--- config.mk ---
export PLATFORM = sky130hd
export DESIGN_NAME = mapper_mem_arb_flat
export DESIGN_NICKNAME = d
export VERILOG_FILES = /design/src/rtl/mapper_mem_arb_if.sv /design/src/rtl/mapper_mem_arb.sv /design/src/flat_wrapper.sv
export SDC_FILE = /design/constraint.sdc
export NUM_CORES = 1
export LEC_CHECK = 0
export BUFFER_PORTS_ARGS = -buffer_cell sky130_fd_sc_hd__buf_4
export CAP_MARGIN = 20
export CORE_MARGIN = 2
export CORE_UTILIZATION = 58
export DETAILED_ROUTE_END_ITERATION = 12
export GPL_ROUTABILITY_DRIVEN = 0
export PLACE_DENSITY = 0.85
export SLEW_MARGIN = 20
export SYNTH_ARGS = -nofsm -noshare
export SYNTH_HDL_FRONTEND = slang
export SYNTH_SLANG_ARGS = --single-unit
--- constraint.sdc ---
create_clock -name clk -period 5.28 [get_ports clk]
set_clock_uncertainty 0.05 [all_clocks]
set_input_delay 0 -clock clk [delete_from_list [all_inputs] [get_ports clk]]
set_output_delay 0 -clock clk [all_outputs]
set_load 0.01 [all_outputs]
--- src/rtl/mapper_mem_arb_if.sv ---
// Client (PRG/CHR) and external-memory signals of mapper_mem_arb.
// The slave modport is the arbiter's view; master is the view of the surrounding logic.
interface mapper_mem_arb_if;
    logic        prg_req;
    logic [21:0] prg_addr;
    logic        prg_we;
    logic [7:0]  prg_wdata;
    logic        prg_allow;
    logic [7:0]  prg_rdata;
    logic        prg_done;

    logic        chr_req;
    logic [21:0] chr_addr;
    logic        chr_we;
    logic [7:0]  chr_wdata;
    logic        chr_allow;
    logic [7:0]  chr_rdata;
    logic        chr_done;

    logic        mem_req;
    logic [21:0] mem_addr;
    logic        mem_we;
    logic [7:0]  mem_wdata;
    logic        mem_ack;
    logic [7:0]  mem_rdata;

    logic        err_timeout;
    logic        err_overrun;

    modport slave (
        input  prg_req, prg_addr, prg_we, prg_wdata, prg_allow,
        input  chr_req, chr_addr, chr_we, chr_wdata, chr_allow,
        input  mem_ack, mem_rdata,
        output prg_rdata, prg_done, chr_rdata, chr_done,
        output mem_req, mem_addr, mem_we, mem_wdata,
        output err_timeout, err_overrun
    );

    modport master (
        output prg_req, prg_addr, prg_we, prg_wdata, prg_allow,
        output chr_req, chr_addr, chr_we, chr_wdata, chr_allow,
        output mem_ack, mem_rdata,
        input  prg_rdata, prg_done, chr_rdata, chr_done,
        input  mem_req, mem_addr, mem_we, mem_wdata,
        input  err_timeout, err_overrun
    );
endinterface

--- src/rtl/mapper_mem_arb.sv ---
// Serialises mapper PRG/CHR accesses onto one SDRAM request/ack port, CHR first with bounded PRG starvation.
// Define MAPPER_MEM_ARB_STATS_EN to add grant counters and a maximum-wait statistic.
module mapper_mem_arb #(
    parameter int         TIMEOUT  = 64,
    parameter int         FAIR_MAX = 2,
    parameter logic [7:0] OPEN_BUS = 8'hFF
) (
    input  logic            clk,
    input  logic            reset_n,
    mapper_mem_arb_if.slave bus
`ifdef MAPPER_MEM_ARB_STATS_EN
    ,
    output logic [15:0]     stat_prg_grants,
    output logic [15:0]     stat_chr_grants,
    output logic [7:0]      stat_max_wait
`endif
);
    localparam logic PRG = 1'b0;
    localparam logic CHR = 1'b1;

    typedef enum logic {IDLE, WAIT} state_t;
    state_t state_reg, state_next;

    logic [1:0]  req_in, we_in, allow_in;
    logic [21:0] addr_in [2];
    logic [7:0]  wdata_in [2];

    logic [1:0]  pend, slot_we, slot_allow, slot_clr, done;
    logic [21:0] slot_addr [2];
    logic [7:0]  slot_wdata [2];
    logic [7:0]  rdata [2];

    logic        cur_reg;
    logic        mem_req_reg, mem_we_reg;
    logic [21:0] mem_addr_reg;
    logic [7:0]  mem_wdata_reg;
    logic [2:0]  fair_cnt_reg;
    logic [7:0]  tmo_cnt_reg;
    logic        err_timeout_reg, err_overrun_reg;

    logic        grant, grant_id, grant_mem, ack_hit, abort, overrun_hit;

    assign req_in      = {bus.chr_req,   bus.prg_req};
    assign we_in       = {bus.chr_we,    bus.prg_we};
    assign allow_in    = {bus.chr_allow, bus.prg_allow};
    assign addr_in[0]  = bus.prg_addr;
    assign addr_in[1]  = bus.chr_addr;
    assign wdata_in[0] = bus.prg_wdata;
    assign wdata_in[1] = bus.chr_wdata;

    // A slot may be refilled on the very edge it completes, so a client that
    // re-requests back to back keeps its place in the arbitration.
    genvar gi;
    generate
        for (gi = 0; gi < 2; gi++) begin : g_client
            logic        pend_reg, we_reg, allow_reg, done_reg;
            logic [21:0] addr_reg;
            logic [7:0]  wdata_reg, rdata_reg;

            always_ff @(posedge clk or negedge reset_n) begin
                if (!reset_n) begin
                    pend_reg  <= 1'b0;
                    we_reg    <= 1'b0;
                    allow_reg <= 1'b0;
                    addr_reg  <= '0;
                    wdata_reg <= '0;
                    done_reg  <= 1'b0;
                    rdata_reg <= '0;
                end else begin
                    if (req_in[gi] && (!pend_reg || slot_clr[gi])) begin
                        pend_reg  <= 1'b1;
                        we_reg    <= we_in[gi];
                        allow_reg <= allow_in[gi];
                        addr_reg  <= addr_in[gi];
                        wdata_reg <= wdata_in[gi];
                    end else if (slot_clr[gi]) begin
                        pend_reg <= 1'b0;
                    end
                    done_reg <= slot_clr[gi];
                    if (slot_clr[gi]) begin
                        // Clearing from IDLE means a disallowed access; from WAIT it is ack or abort.
                        if (state_reg == IDLE || abort)
                            rdata_reg <= OPEN_BUS;
                        else if (!we_reg)
                            rdata_reg <= bus.mem_rdata;
                    end
                end
            end

            assign pend[gi]       = pend_reg;
            assign slot_we[gi]    = we_reg;
            assign slot_allow[gi] = allow_reg;
            assign slot_addr[gi]  = addr_reg;
            assign slot_wdata[gi] = wdata_reg;
            assign done[gi]       = done_reg;
            assign rdata[gi]      = rdata_reg;
        end
    endgenerate

    assign overrun_hit = |(req_in & pend & ~slot_clr);

    always_comb begin
        state_next = state_reg;
        grant      = 1'b0;
        grant_id   = CHR;
        grant_mem  = 1'b0;
        ack_hit    = 1'b0;
        abort      = 1'b0;
        slot_clr   = 2'b00;
        case (state_reg)
            IDLE: begin
                if (|pend) begin
                    grant = 1'b1;
                    if (pend[PRG] && (!pend[CHR] || fair_cnt_reg == 3'(FAIR_MAX)))
                        grant_id = PRG;
                    grant_mem = slot_allow[grant_id];
                    if (grant_mem)
                        state_next = WAIT;
                    else
                        slot_clr[grant_id] = 1'b1;
                end
            end
            WAIT: begin
                if (bus.mem_ack) begin
                    ack_hit           = 1'b1;
                    state_next        = IDLE;
                    slot_clr[cur_reg] = 1'b1;
                end else if (tmo_cnt_reg == 8'(TIMEOUT - 1)) begin
                    abort             = 1'b1;
                    state_next        = IDLE;
                    slot_clr[cur_reg] = 1'b1;
                end
            end
        endcase
    end

    always_ff @(posedge clk or negedge reset_n) begin
        if (!reset_n) begin
            state_reg       <= IDLE;
            cur_reg         <= CHR;
            mem_req_reg     <= 1'b0;
            mem_addr_reg    <= '0;
            mem_we_reg      <= 1'b0;
            mem_wdata_reg   <= '0;
            fair_cnt_reg    <= '0;
            tmo_cnt_reg     <= '0;
            err_timeout_reg <= 1'b0;
            err_overrun_reg <= 1'b0;
        end else begin
            state_reg <= state_next;
            if (grant) begin
                if (grant_id == PRG)
                    fair_cnt_reg <= '0;
                else if (pend[PRG] && fair_cnt_reg != 3'(FAIR_MAX))
                    fair_cnt_reg <= fair_cnt_reg + 3'd1;
            end
            if (grant_mem) begin
                mem_req_reg   <= 1'b1;
                mem_addr_reg  <= slot_addr[grant_id];
                mem_we_reg    <= slot_we[grant_id];
                mem_wdata_reg <= slot_wdata[grant_id];
                cur_reg       <= grant_id;
                tmo_cnt_reg   <= '0;
            end
            if (ack_hit || abort)
                mem_req_reg <= 1'b0;
            else if (state_reg == WAIT)
                tmo_cnt_reg <= tmo_cnt_reg + 8'd1;
            err_timeout_reg <= err_timeout_reg | abort;
            err_overrun_reg <= err_overrun_reg | overrun_hit;
        end
    end

    assign bus.prg_rdata   = rdata[0];
    assign bus.prg_done    = done[0];
    assign bus.chr_rdata   = rdata[1];
    assign bus.chr_done    = done[1];
    assign bus.mem_req     = mem_req_reg;
    assign bus.mem_addr    = mem_addr_reg;
    assign bus.mem_we      = mem_we_reg;
    assign bus.mem_wdata   = mem_wdata_reg;
    assign bus.err_timeout = err_timeout_reg;
    assign bus.err_overrun = err_overrun_reg;

`ifdef MAPPER_MEM_ARB_STATS_EN
    logic [15:0] prg_grants_reg, chr_grants_reg;
    logic [7:0]  max_wait_reg, wait_cur;

    // TIMEOUT never exceeds 255, so the running wait count cannot overflow.
    assign wait_cur = tmo_cnt_reg + 8'd1;

    always_ff @(posedge clk or negedge reset_n) begin
        if (!reset_n) begin
            prg_grants_reg <= '0;
            chr_grants_reg <= '0;
            max_wait_reg   <= '0;
        end else begin
            if (grant_mem) begin
                if (grant_id == CHR)
                    chr_grants_reg <= chr_grants_reg + 16'd1;
                else
                    prg_grants_reg <= prg_grants_reg + 16'd1;
            end
            if (state_reg == WAIT && wait_cur > max_wait_reg)
                max_wait_reg <= wait_cur;
        end
    end

    assign stat_prg_grants = prg_grants_reg;
    assign stat_chr_grants = chr_grants_reg;
    assign stat_max_wait   = max_wait_reg;
`endif
endmodule

--- src/flat_wrapper.sv ---
// flat-port wrapper written by rule: the top's interface ports become plain ports
module mapper_mem_arb_flat 
#(
    parameter int         TIMEOUT  = 64,
    parameter int         FAIR_MAX = 2,
    parameter logic [7:0] OPEN_BUS = 8'hFF
)
  (clk, reset_n, bus_prg_req, bus_prg_addr, bus_prg_we, bus_prg_wdata, bus_prg_allow, bus_chr_req, bus_chr_addr, bus_chr_we, bus_chr_wdata, bus_chr_allow, bus_mem_ack, bus_mem_rdata, bus_prg_rdata, bus_prg_done, bus_chr_rdata, bus_chr_done, bus_mem_req, bus_mem_addr, bus_mem_we, bus_mem_wdata, bus_err_timeout, bus_err_overrun);
  mapper_mem_arb_if bus_i ();
  input  logic clk;
  input  logic reset_n;
  input wire logic [$bits(bus_i.prg_req)-1:0] bus_prg_req;
  input wire logic [$bits(bus_i.prg_addr)-1:0] bus_prg_addr;
  input wire logic [$bits(bus_i.prg_we)-1:0] bus_prg_we;
  input wire logic [$bits(bus_i.prg_wdata)-1:0] bus_prg_wdata;
  input wire logic [$bits(bus_i.prg_allow)-1:0] bus_prg_allow;
  input wire logic [$bits(bus_i.chr_req)-1:0] bus_chr_req;
  input wire logic [$bits(bus_i.chr_addr)-1:0] bus_chr_addr;
  input wire logic [$bits(bus_i.chr_we)-1:0] bus_chr_we;
  input wire logic [$bits(bus_i.chr_wdata)-1:0] bus_chr_wdata;
  input wire logic [$bits(bus_i.chr_allow)-1:0] bus_chr_allow;
  input wire logic [$bits(bus_i.mem_ack)-1:0] bus_mem_ack;
  input wire logic [$bits(bus_i.mem_rdata)-1:0] bus_mem_rdata;
  output wire logic [$bits(bus_i.prg_rdata)-1:0] bus_prg_rdata;
  output wire logic [$bits(bus_i.prg_done)-1:0] bus_prg_done;
  output wire logic [$bits(bus_i.chr_rdata)-1:0] bus_chr_rdata;
  output wire logic [$bits(bus_i.chr_done)-1:0] bus_chr_done;
  output wire logic [$bits(bus_i.mem_req)-1:0] bus_mem_req;
  output wire logic [$bits(bus_i.mem_addr)-1:0] bus_mem_addr;
  output wire logic [$bits(bus_i.mem_we)-1:0] bus_mem_we;
  output wire logic [$bits(bus_i.mem_wdata)-1:0] bus_mem_wdata;
  output wire logic [$bits(bus_i.err_timeout)-1:0] bus_err_timeout;
  output wire logic [$bits(bus_i.err_overrun)-1:0] bus_err_overrun;
  assign bus_i.prg_req = bus_prg_req;
  assign bus_i.prg_addr = bus_prg_addr;
  assign bus_i.prg_we = bus_prg_we;
  assign bus_i.prg_wdata = bus_prg_wdata;
  assign bus_i.prg_allow = bus_prg_allow;
  assign bus_i.chr_req = bus_chr_req;
  assign bus_i.chr_addr = bus_chr_addr;
  assign bus_i.chr_we = bus_chr_we;
  assign bus_i.chr_wdata = bus_chr_wdata;
  assign bus_i.chr_allow = bus_chr_allow;
  assign bus_i.mem_ack = bus_mem_ack;
  assign bus_i.mem_rdata = bus_mem_rdata;
  assign bus_prg_rdata = bus_i.prg_rdata;
  assign bus_prg_done = bus_i.prg_done;
  assign bus_chr_rdata = bus_i.chr_rdata;
  assign bus_chr_done = bus_i.chr_done;
  assign bus_mem_req = bus_i.mem_req;
  assign bus_mem_addr = bus_i.mem_addr;
  assign bus_mem_we = bus_i.mem_we;
  assign bus_mem_wdata = bus_i.mem_wdata;
  assign bus_err_timeout = bus_i.err_timeout;
  assign bus_err_overrun = bus_i.err_overrun;
  mapper_mem_arb #(.TIMEOUT(TIMEOUT), .FAIR_MAX(FAIR_MAX), .OPEN_BUS(OPEN_BUS)) u_core (.clk(clk), .reset_n(reset_n), .bus(bus_i));
endmodule
==> results.cfg, run 1 <==
[outcome]
status = finished, final reports clean

[setup_path]
worst_setup_path_end_kind = flip-flop
cp_cell_sequence = nand2b_1 > a21oi_4 > buf_4 > mux2i_1 > a21oi_1
r2r_setup_slack_ns = 2.59
crit_arrival_ns = 3.01
r2r_start = u_core.state_reg
critical_path.startpoint_type = flip-flop
timing.setup.critical_path_class = flip-flop to flip-flop
timing.critical_path.required_ns = 5.60
worstReg2RegEnd = u_core.bus.mem_addr[1]
timing.critical_path.fanout_max = 18
critical-path-slowest-cell = a21oi_4
cp-startpoint = u_core.state_reg
timing.reg2reg.worst_path_depth = 5
max_stage_delay_ns = 0.67

[sta]
grt_setup_unrepaired = false
setup_viol = 0
max_slew.worst_pin.slew_ns = 1.12
setup_tns_ns = 0
finalCritPeriodShare = 0.510
clock.fmax_mhz = 371
timing_hold_violations_final = 0
report.final.slew_viol_count = 0
final_period_minus_worst_setup_slack_ns = 2.69
max_slew_margin = 0.253

[synthesis]
netlist.area_leader.share = 0.578
synth-main-ff-cell = dfrtp_1
synth.yosys.seq_area_share = 0.583
synth_largest_area_cell = dfrtp_1
syn-cell-area_mm2 = 0.00563
synth_edf_count = 0
synth_cells = 428
post_synth_main_area_contributors = dfrtp_1 (58%), mux2_2 (12%), mux2i_1 (5.9%)
synth_cell_type_count = 55
post_synth.cell_area_avg_um2 = 13.1
synth.yosys.warnings = 0
mappedNetlistNets = 508
synth-seq-cells = 131
async_reset_ff_frac = 1.00

[clocking]
clock_sink_count = 131
clk_root_buffer_cell = clkbuf_8
htreeDepth = 4
tritoncts = built
cts_resized = 0
clk_path_buf_depth = 2
clkLatencyLatePin_ns = 0.51
clkTransAtPathRegs_ns = 0.06
total_of_hold_buffers_inserted_after_clock_tree_synthesis = 76
cts_setup_buffers = 0
cts_buffers = 17

[floorplan]
io-pin-count = 129
dieArea_mm2 = 0.0105
die_height_um = 103
starting_density_of_the_core = 0.603
die-width_um = 103
core_area_mm2 = 0.00933
floorplan.rows = 35

[placement]
numPortBuffers = 128
hpwl_mm = 8.62

[power_and_ir_drop]
power.static_leakage_nw = 3.46
power_switching_mw = 1.84
power_frac_clock = 0.227
cellInternalPower_mw = 3.21
pwr_density_cell_mw_per_mm2 = 631
p_sw_frac = 0.364
vdd_ir_drop_max_mv = 0.375
power.sequential.fraction = 0.367
power.combinational.fraction = 0.406

[global_routing]
grt_antenna_before_repair = 0
remaining_global_route_overflow = 0
first_pass_grt_wire_length_mm = 25.1
global_route.usage.total = 0.319
pin_count_of_the_biggest_net_entering_global_routing = 73
grt_pass1_vias = 4882

[route]
routed_wl_mm = 16.3
first_pass_iters = 6
routed_vias = 4511
post-route-drc-count = 0
route.detailed.vias_per_inst = 5.84
drt_first_iter_violations = 350
routedWlPerCell_um = 21.0
ant_nets = 0

[final_layout]
share_of_layout_cells_above_drive_strength_1 = 0.367
layout-area-overhead-vs-synth_pct = 42.2
layout.nets = 712
fill_cells = 422
largest_register_ff_count = 44
finish.utilization = 0.858

[min_path]
worstHoldPathType = input port to asynchronous set/reset pin

[flow_run]
cap_viol_max_count = 0
[power by group through the flow]
| stage | clock network [mW] | registers [mW] | logic (mW) |
|---|---|---|---|
| floorplan | 0 | 1.79 | 1.27 |
| global placement | 0 | 1.79 | 1.81 |
| detailed placement | 0 | 1.82 | 1.90 |
| CTS | 1.15 | 1.81 | 1.96 |
| global route | 1.20 | 1.89 | 2.19 |
| finish | 1.15 | 1.85 | 2.05 |
[kinds of logic after synthesis]
group / share of synthesized area
DFF: 0.583
muxes: 0.187
AOI/OAI and AO/OA: 0.108
and+or+nand+nor: 0.0818
buffers and inverters: 0.0327
adders and majority gates: 0.00667
xor gates and xnor gates: 0.00156
[metal layers]
metal / vias to the layer above / track usage / share of wire
met3: 37 / 0.0725 / 0.055
met4: 0 / 0.133 / 0.030
met5: - / 0 / 0
met1: 2300 / 0.389 / 0.39
met2: 191 / 0.552 / 0.53
li1: 1983 / - / -
[worst max path at each step]
stage                                                  to  slack [ns]  cells past startpoint
after floorplan            u_core.g_client[0].addr_reg[0]        3.32                      7
after global placement    u_core.g_client[0].addr_reg[13]        2.62                      6
after detailed placement  u_core.g_client[0].addr_reg[21]        2.54                      6
after CTS                 u_core.g_client[0].wdata_reg[7]        2.55                      6
after global routing               u_core.bus.mem_addr[1]        2.49                      5
final                              u_core.bus.mem_addr[1]        2.59                      5
[Yosys cell counts (all sizes together), types with 2 or more instances]
| master | count |
|---|---|
| dfrtp | 130 |
| mux2 | 64 |
| a21oi | 39 |
| mux2i | 33 |
| nor3 | 32 |
| o22a | 16 |
| clkbuf | 13 |
| buf | 12 |
| nand2 | 12 |
| inv | 6 |
| o21ai | 6 |
| nand2b | 5 |
| nor2 | 5 |
| nand3 | 4 |
| nand4 | 4 |
| a21o | 3 |
| a31oi | 3 |
| and3 | 3 |
| ha | 3 |
| o31ai | 3 |
| or2 | 3 |
| a211o | 2 |
| nand4b | 2 |
| o311a | 2 |
| or3 | 2 |
[cells in the final DEF, fill, tap and decap left out, types with 3 or more instances in the layout]
master         count
and3_1             3
o22a_1            16
mux2i_1           33
dfrtp_1          130
a21oi_1           37
bufinv_16          3
ha_1               3
inv_1              6
nand2b_1           5
nand2_1           12
nand3_1            4
o21ai_0            6
nand4_1            4
o31ai_1            3
mux2_2            59
nor2_1             5
buf_4            133
clkbuf_16         16
clkinv_4           4
nor3_1            32
or2_2              3
a21o_1             3
clkinv_2           4
dlygate4sd3_1     76
mux2_1             5
[worst max-delay path: cells and delay by family, from the launching register on]
family	cells	cell delay, ns
and+or+nand+nor	1	0.38
muxes	1	0.29
DFF	1	0.59
buffers and inverters	1	0.45
AOI/OAI and AO/OA	2	0.80
[through the flow]
step / power [mW] / worst slack [ns] / cells / hold slack (ns) / area (um^2)
floorplan: 3.06 / 3.32 / 428 / -0.346 / 5630
global placement: 3.60 / 2.62 / 665 / 0.118 / 6640
detailed placement: 3.71 / 2.54 / 665 / 0.124 / 6640
CTS: 4.93 / 2.55 / 771 / 0.126 / 7980
global route: 5.28 / 2.49 / 772 / 0.200 / 8000
finish: 5.05 / 2.59 / 773 / 0.117 / 8010
[area by class of cell]
type                    count  area, um^2  share of cell area
clock inverters            13         161              0.0202
flip-flops and latches    131        3280               0.410
repair buffers            210        1790               0.223
clock buffers              17         414              0.0517
diodes                      1        2.50            0.000313
multi-input cells         266        2180               0.272
well taps                 129         161              0.0202
inverters                   6        22.5             0.00281
Power figures use the tool's default switching activity.
==> run 2: changes to the inputs <==
- CORE_UTILIZATION: 58 -> 49
- PLACE_DENSITY: 0.85 -> 0.76
- clock period: 5.28 -> 2.3 ns (I/O delays scaled with it)
==> run 2 against run 1 <==
Net effect: core utilization fell by 13 points; register-to-register slack worse by 2.4 ns; first-iteration DRC count down 8.9%; setup slack got worse by 2.4 ns; largest cell class unchanged; sequential cell count unchanged.
==> results.cfg, run 2 (same netlist as run 1, synthesis figures left out) <==
[setup_path]
max_stage_delay_ns = 0.47
r2r_start = u_core.tmo_cnt_reg[4]
worstReg2RegEnd = u_core.g_client[0].addr_reg[8]
cp_cell_sequence = and4bb_1 > nand4b_4 > a31oi_4 > buf_12 > mux2_2
cp-startpoint = u_core.tmo_cnt_reg[4]
r2r_setup_slack_ns = 0.20
critical_path.startpoint_type = flip-flop
timing.critical_path.required_ns = 2.55
worst_setup_path_end_kind = flip-flop
crit_arrival_ns = 2.35
timing.reg2reg.worst_path_depth = 5
timing.setup.critical_path_class = flip-flop to flip-flop
critical-path-slowest-cell = dfrtp_1
timing.critical_path.fanout_max = 17

[final_layout]
finish.utilization = 0.726
largest_register_ff_count = 44
final_cell_area_mm2 = 0.00822
layout.nets = 721
commonest_cells_after_routing_fill_and_taps_aside = buf_4 (136), dfrtp_1 (130), dlygate4sd3_1 (76)
fill_cells = 722
share_of_layout_cells_above_drive_strength_1 = 0.376
layout.cells.most_common = buf_4
layout-area-overhead-vs-synth_pct = 46.1
diodes_inserted = 0

[route]
ant_nets = 0
routed_wl_mm = 14.9
routedWlPerCell_um = 18.7
routed_vias = 4396
first_pass_iters = 4
post-route-drc-count = 0
route.detailed.vias_per_inst = 5.52
drt_first_iter_violations = 319

[floorplan]
floorplan.rows = 39
die_height_um = 111
starting_density_of_the_core = 0.497
core_area_mm2 = 0.0113
io-pin-count = 129
dieArea_mm2 = 0.0124
die-width_um = 111

[sta]
max_slew.worst_pin.slew_ns = 0.571
finalCritPeriodShare = 0.914
final_period_minus_worst_setup_slack_ns = 2.10
timing.final.ws_setup_ns = 0.198
max_slew_margin = 0.620
report.final.slew_viol_count = 0
setup_tns_ns = 0
timing_hold_violations_final = 0
grt_setup_unrepaired = false
setup_viol = 0
clock.fmax_mhz = 476

[placement]
dp_worst_slack_ns = 0.223
dpl_cell_area_mm2 = 0.00682
numPortBuffers = 128
hpwl_mm = 8.79

[clocking]
tritoncts = built
clk_path_buf_depth = 2
cts_setup_buffers = 0
clk_root_buffer_cell = clkbuf_16
htreeDepth = 4
clkLatencyLatePin_ns = 0.42
clkTransAtPathRegs_ns = 0.06
cts_buffers = 17
clock_sink_count = 131

[power_and_ir_drop]
cellInternalPower_mw = 7.82
power_frac_clock = 0.242
power.combinational.fraction = 0.408
pwr_density_cell_mw_per_mm2 = 1440
vdd_ir_drop_max_mv = 0.843
power.sequential.fraction = 0.350
p_sw_frac = 0.342
power.static_leakage_nw = 3.55
power_switching_mw = 4.06

[global_routing]
grt_pass1_vias = 4746
global_route.usage.total = 0.257
remaining_global_route_overflow = 0
first_pass_grt_wire_length_mm = 24.8
pin_count_of_the_biggest_net_entering_global_routing = 43
grt_antenna_before_repair = 0

[flow_run]
cap_viol_max_count = 0

[min_path]
worstHoldPathType = input port to asynchronous set/reset pin

[outcome]
status = finished, final reports clean
==> run 2: routing by layer <==
layer / vias to the layer above / track usage / share of wire / wire length (um)
li1: 2002 / - / - / -
met1: 2189 / 0.312 / 0.40 / 6030
met2: 164 / 0.423 / 0.50 / 7460
met3: 41 / 0.0771 / 0.062 / 917
met4: 0 / 0.115 / 0.033 / 484
met5: - / 0 / 0 / 0
==> run 2: area by class of cell <==
cell class	count	area, um^2	share of cell area
clock buffer	25	526	0.0639
clock inverter	7	118	0.0143
inverter	6	22.5	0.00274
multi-input combinational	266	2180	0.265
sequential	131	3280	0.399
tap	143	179	0.0218
timing repair buffer	219	1920	0.234
==> run 2: metrics by stage <==
| step | power [mW] | instances | hold WS [ns] |
|---|---|---|---|
| floorplan | 7.02 | 428 | -0.346 |
| global placement | 8.58 | 689 | -0.0311 |
| detailed placement | 8.77 | 689 | -0.0134 |
| CTS | 11.8 | 797 | 0.0671 |
| global route | 12.6 | 797 | 0.120 |
| finish | 11.9 | 797 | 0.0588 |
==> run 2: how the worst max path moves through the flow <==
stage / slack [ns] / to / cells past startpoint
after floorplan: 0.34 / u_core.g_client[0].addr_reg[0] / 7
after global placement: 0.32 / u_core.g_client[0].wdata_reg[2] / 6
after detailed placement: 0.22 / u_core.g_client[1].addr_reg[14] / 5
after CTS: 0.21 / u_core.g_client[1].addr_reg[14] / 5
after global routing: 0.09 / u_core.g_client[0].addr_reg[8] / 6
final: 0.20 / u_core.g_client[0].addr_reg[8] / 5
==> run 2: worst max-delay path, delay by kind of cell (launching register included) <==
| kind | cells | cell delay (ns) |
|---|---|---|
| mux | 1 | 0.37 |
| buf+inv | 1 | 0.20 |
| flops | 1 | 0.47 |
| compound gates | 1 | 0.24 |
| simple gates | 2 | 0.65 |
==> run 2: repair_timing <==
item                                    CTS  global route
hold buffers                             76             0
gates resized for setup                   0             1
hold endpoints to repair                161             0
endpoints found under the setup margin    0             3
==> run 2: power groups by stage <==
| stage | logic [mW] | clock network, mW | registers (mW) |
|---|---|---|---|
| 3_3_place_gp | 4.50 | 0 | 4.08 |
| 5_1_grt | 5.26 | 3.02 | 4.28 |
| 2_1_floorplan | 2.92 | 0 | 4.11 |
| 6_report | 4.85 | 2.88 | 4.16 |
| 4_1_cts | 4.78 | 2.92 | 4.12 |
| 3_5_place_dp | 4.64 | 0 | 4.13 |
==> run 3: changes to the inputs <==
--- a/config.mk
+++ b/config.mk
@@ -12,3 +12,2 @@
 export DETAILED_ROUTE_END_ITERATION = 12
-export GPL_ROUTABILITY_DRIVEN = 0
 export PLACE_DENSITY = 0.76
==> constraint.sdc (replaced) <==
create_clock -name clk -period 2.3 [get_ports clk]
set_clock_uncertainty 0.05 [all_clocks]
set_input_delay 0.345 -clock clk [delete_from_list [all_inputs] [get_ports clk]]
set_output_delay 0.345 -clock clk [all_outputs]
set_load 0.01 [all_outputs]
==> run 3 against run 2 <==
Net effect: die area stayed put; critical path depth unchanged; clock power fell by 3%; fmax increased by 0.95%; setup slack better by 0.020 ns; worst hold slack improved by 0.040 ns; count of clock-buffer cells in the layout down 2; first-iteration DRC count shrank 25%; critical path type unchanged; critical endpoint is now u_core.g_client[1].addr_reg[2]; largest cell class unchanged; highest routed layer unchanged.
==> results.cfg, run 3 (same netlist as run 1, synthesis figures left out) <==
[route]
post-route-drc-count = 0
drt_first_iter_violations = 240
routedWlPerCell_um = 18.3
routed_vias = 4026
length_of_routed_met2_wiring_mm = 6.30
routed_wl_mm = 13.2
highest_layer = met4
route.detailed.vias_per_inst = 5.60
first_pass_iters = 4
dr_wl_met3_um = 957
ant_nets = 0
drt-met1-wl_mm = 5.57

[power_and_ir_drop]
power_frac_clock = 0.242
pwr_density_cell_mw_per_mm2 = 1550
power.combinational.fraction = 0.401
power.sequential.fraction = 0.357
cellInternalPower_mw = 7.65
power.static_leakage_nw = 3.23
p_sw_frac = 0.336
vdd_ir_drop_max_mv = 0.844
power_switching_mw = 3.87

[setup_path]
r2r_setup_slack_ns = 0.22
crit_arrival_ns = 2.32
critical-path-slowest-cell = and4bb_1
timing.reg2reg.worst_path_depth = 5
timing.critical_path.fanout_max = 32
timing.critical_path.required_ns = 2.54
crit_buf_inv = 1
timing.setup.critical_path_class = flip-flop to flip-flop
cp_cell_sequence = and4bb_1 > a21oi_1 > o2bb2ai_4 > buf_12 > mux2_2
worst_setup_path_endpoint = u_core.g_client[1].addr_reg[2]
critical_path_cell_count = 5
worstReg2RegEnd = u_core.g_client[1].addr_reg[2]
critical-path-top-delay-family = simple AND/OR/NAND/NOR gates
critical_path.startpoint_type = flip-flop
max_stage_delay_ns = 0.51
r2r_start = u_core.tmo_cnt_reg[7]
worst_setup_path_end_kind = flip-flop
cp-startpoint = u_core.tmo_cnt_reg[7]

[final_layout]
diodes_inserted = 0
layout.cells.most_common = buf_4
share_of_layout_cells_above_drive_strength_1 = 0.422
layout-area-overhead-vs-synth_pct = 32.3
layout.nets = 644
post_layout_nonfiller_instances = 719
commonest_cells_after_routing_fill_and_taps_aside = buf_4 (133), dfrtp_1 (130), mux2_2 (59)
largest_register_ff_count = 44

[global_routing]
remaining_global_route_overflow = 0
global_route.usage.total = 0.225
first_pass_grt_wire_length_mm = 21.9
grt_pass1_vias = 4284
pin_count_of_the_biggest_net_entering_global_routing = 74
grt_antenna_before_repair = 0

[clocking]
htreeDepth = 4
cts_setup_buffers = 0
clkTransAtPathRegs_ns = 0.06
clk_path_buf_depth = 2
clock_sink_count = 131
cts_buffers = 17
tritoncts = built
clk_root_buffer_cell = clkbuf_16
clkLatencyLatePin_ns = 0.42

[placement]
dp.cells = 687
hpwl_mm = 8.60
weighted_congestion_at_the_end_of_routability_driven_global_placement = 0.881
numPortBuffers = 128

[sta]
setup_viol = 0
final_period_minus_worst_setup_slack_ns = 2.08
max_slew_margin = 0.686
grt_setup_unrepaired = false
max_slew.worst_pin.slew_ns = 0.468
report.final.slew_viol_count = 0
timing_hold_violations_final = 0
finalCritPeriodShare = 0.905
clock.fmax_mhz = 480
setup_tns_ns = 0

[floorplan]
dieArea_mm2 = 0.0124
floorplan.rows = 39
starting_density_of_the_core = 0.497
die_height_um = 111
core_area_mm2 = 0.0113
io-pin-count = 129
die-width_um = 111

[outcome]
status = finished, final reports clean

[min_path]
worstHoldPathType = input port to flip-flop

[flow_run]
cap_viol_max_count = 0
run 3: changes by cell type in the layout (fill, tap and decap cells not counted):
| cell | before | now |
|---|---|---|
| dlygate4sd3_1 | 76 | 1 |
| buf_4 | 136 | 133 |
| clkbuf_8 | 7 | 5 |
| buf_12 | 7 | 8 |
| clkinv_2 | 1 | 2 |
| clkinv_4 | 0 | 1 |
| clkinvlp_4 | 3 | 2 |
run 3: worst min path at each step:
stage | startpoint | endpoint | slack (ns) | depth (start not counted)
6_report | bus_chr_wdata[2] | u_core.g_client[1].wdata_reg[2] | 0.1 | 2
3_5_place_dp | reset_n | u_core.g_client[1].addr_reg[11] | 0.10 | 1
4_1_cts | bus_chr_addr[0] | u_core.g_client[1].addr_reg[0] | 0.09 | 2
2_1_floorplan | reset_n | u_core.bus.chr_done | -0.0006 | 0
5_1_grt | bus_chr_wdata[3] | u_core.g_client[1].wdata_reg[3] | 0.10 | 2
3_3_place_gp | reset_n | u_core.g_client[1].addr_reg[11] | 0.10 | 1
run 3: per-stage QoR:
| step | util | power, mW | setup slack (ns) | instance area [um^2] | hold slack (ns) |
|---|---|---|---|---|---|
| CTS | 0.658 | 11.6 | 0.155 | 7450 | 0.0915 |
| finish | 0.658 | 11.5 | 0.218 | 7450 | 0.0986 |
| detailed placement | 0.602 | 8.75 | 0.197 | 6820 | 0.101 |
| global route | 0.658 | 12.2 | 0.0860 | 7450 | 0.103 |
| global placement | 0.602 | 8.56 | 0.311 | 6820 | 0.101 |
| floorplan | - | 7.02 | 0.339 | 5630 | -0.000591 |
run 3: metal layers:
| metal | track usage | vias up |
|---|---|---|
| met5 | 0 | - |
| met1 | 0.285 | 2009 |
| met3 | 0.0689 | 25 |
| met4 | 0.0996 | 0 |
| li1 | - | 1841 |
| met2 | 0.358 | 151 |
run 3: area by class of cell:
cell class | instances | area, um^2
Sequential cell | 131 | 3280
Inverter | 6 | 22.5
Multi-Input combinational cell | 266 | 2180
Timing Repair Buffer | 142 | 1170
Clock inverter | 8 | 124
Clock buffer | 23 | 498
Fill cell | 851 | 3870
Tap cell | 143 | 179
run 3: power groups by stage:
stage / Sequential (mW) / Clock, mW / Combinational [mW]
after global placement: 4.08 / 0 / 4.48
final: 4.12 / 2.79 / 4.62
after CTS: 4.12 / 2.83 / 4.66
after floorplan: 4.11 / 0 / 2.92
after global routing: 4.26 / 2.93 / 5.02
after detailed placement: 4.13 / 0 / 4.62
run 3: timing repair:
action	CTS	global route
resized for setup	0	1
endpoints found under the setup margin	0	4
hold buffers	1	0
endpoints found under the hold margin	130	0
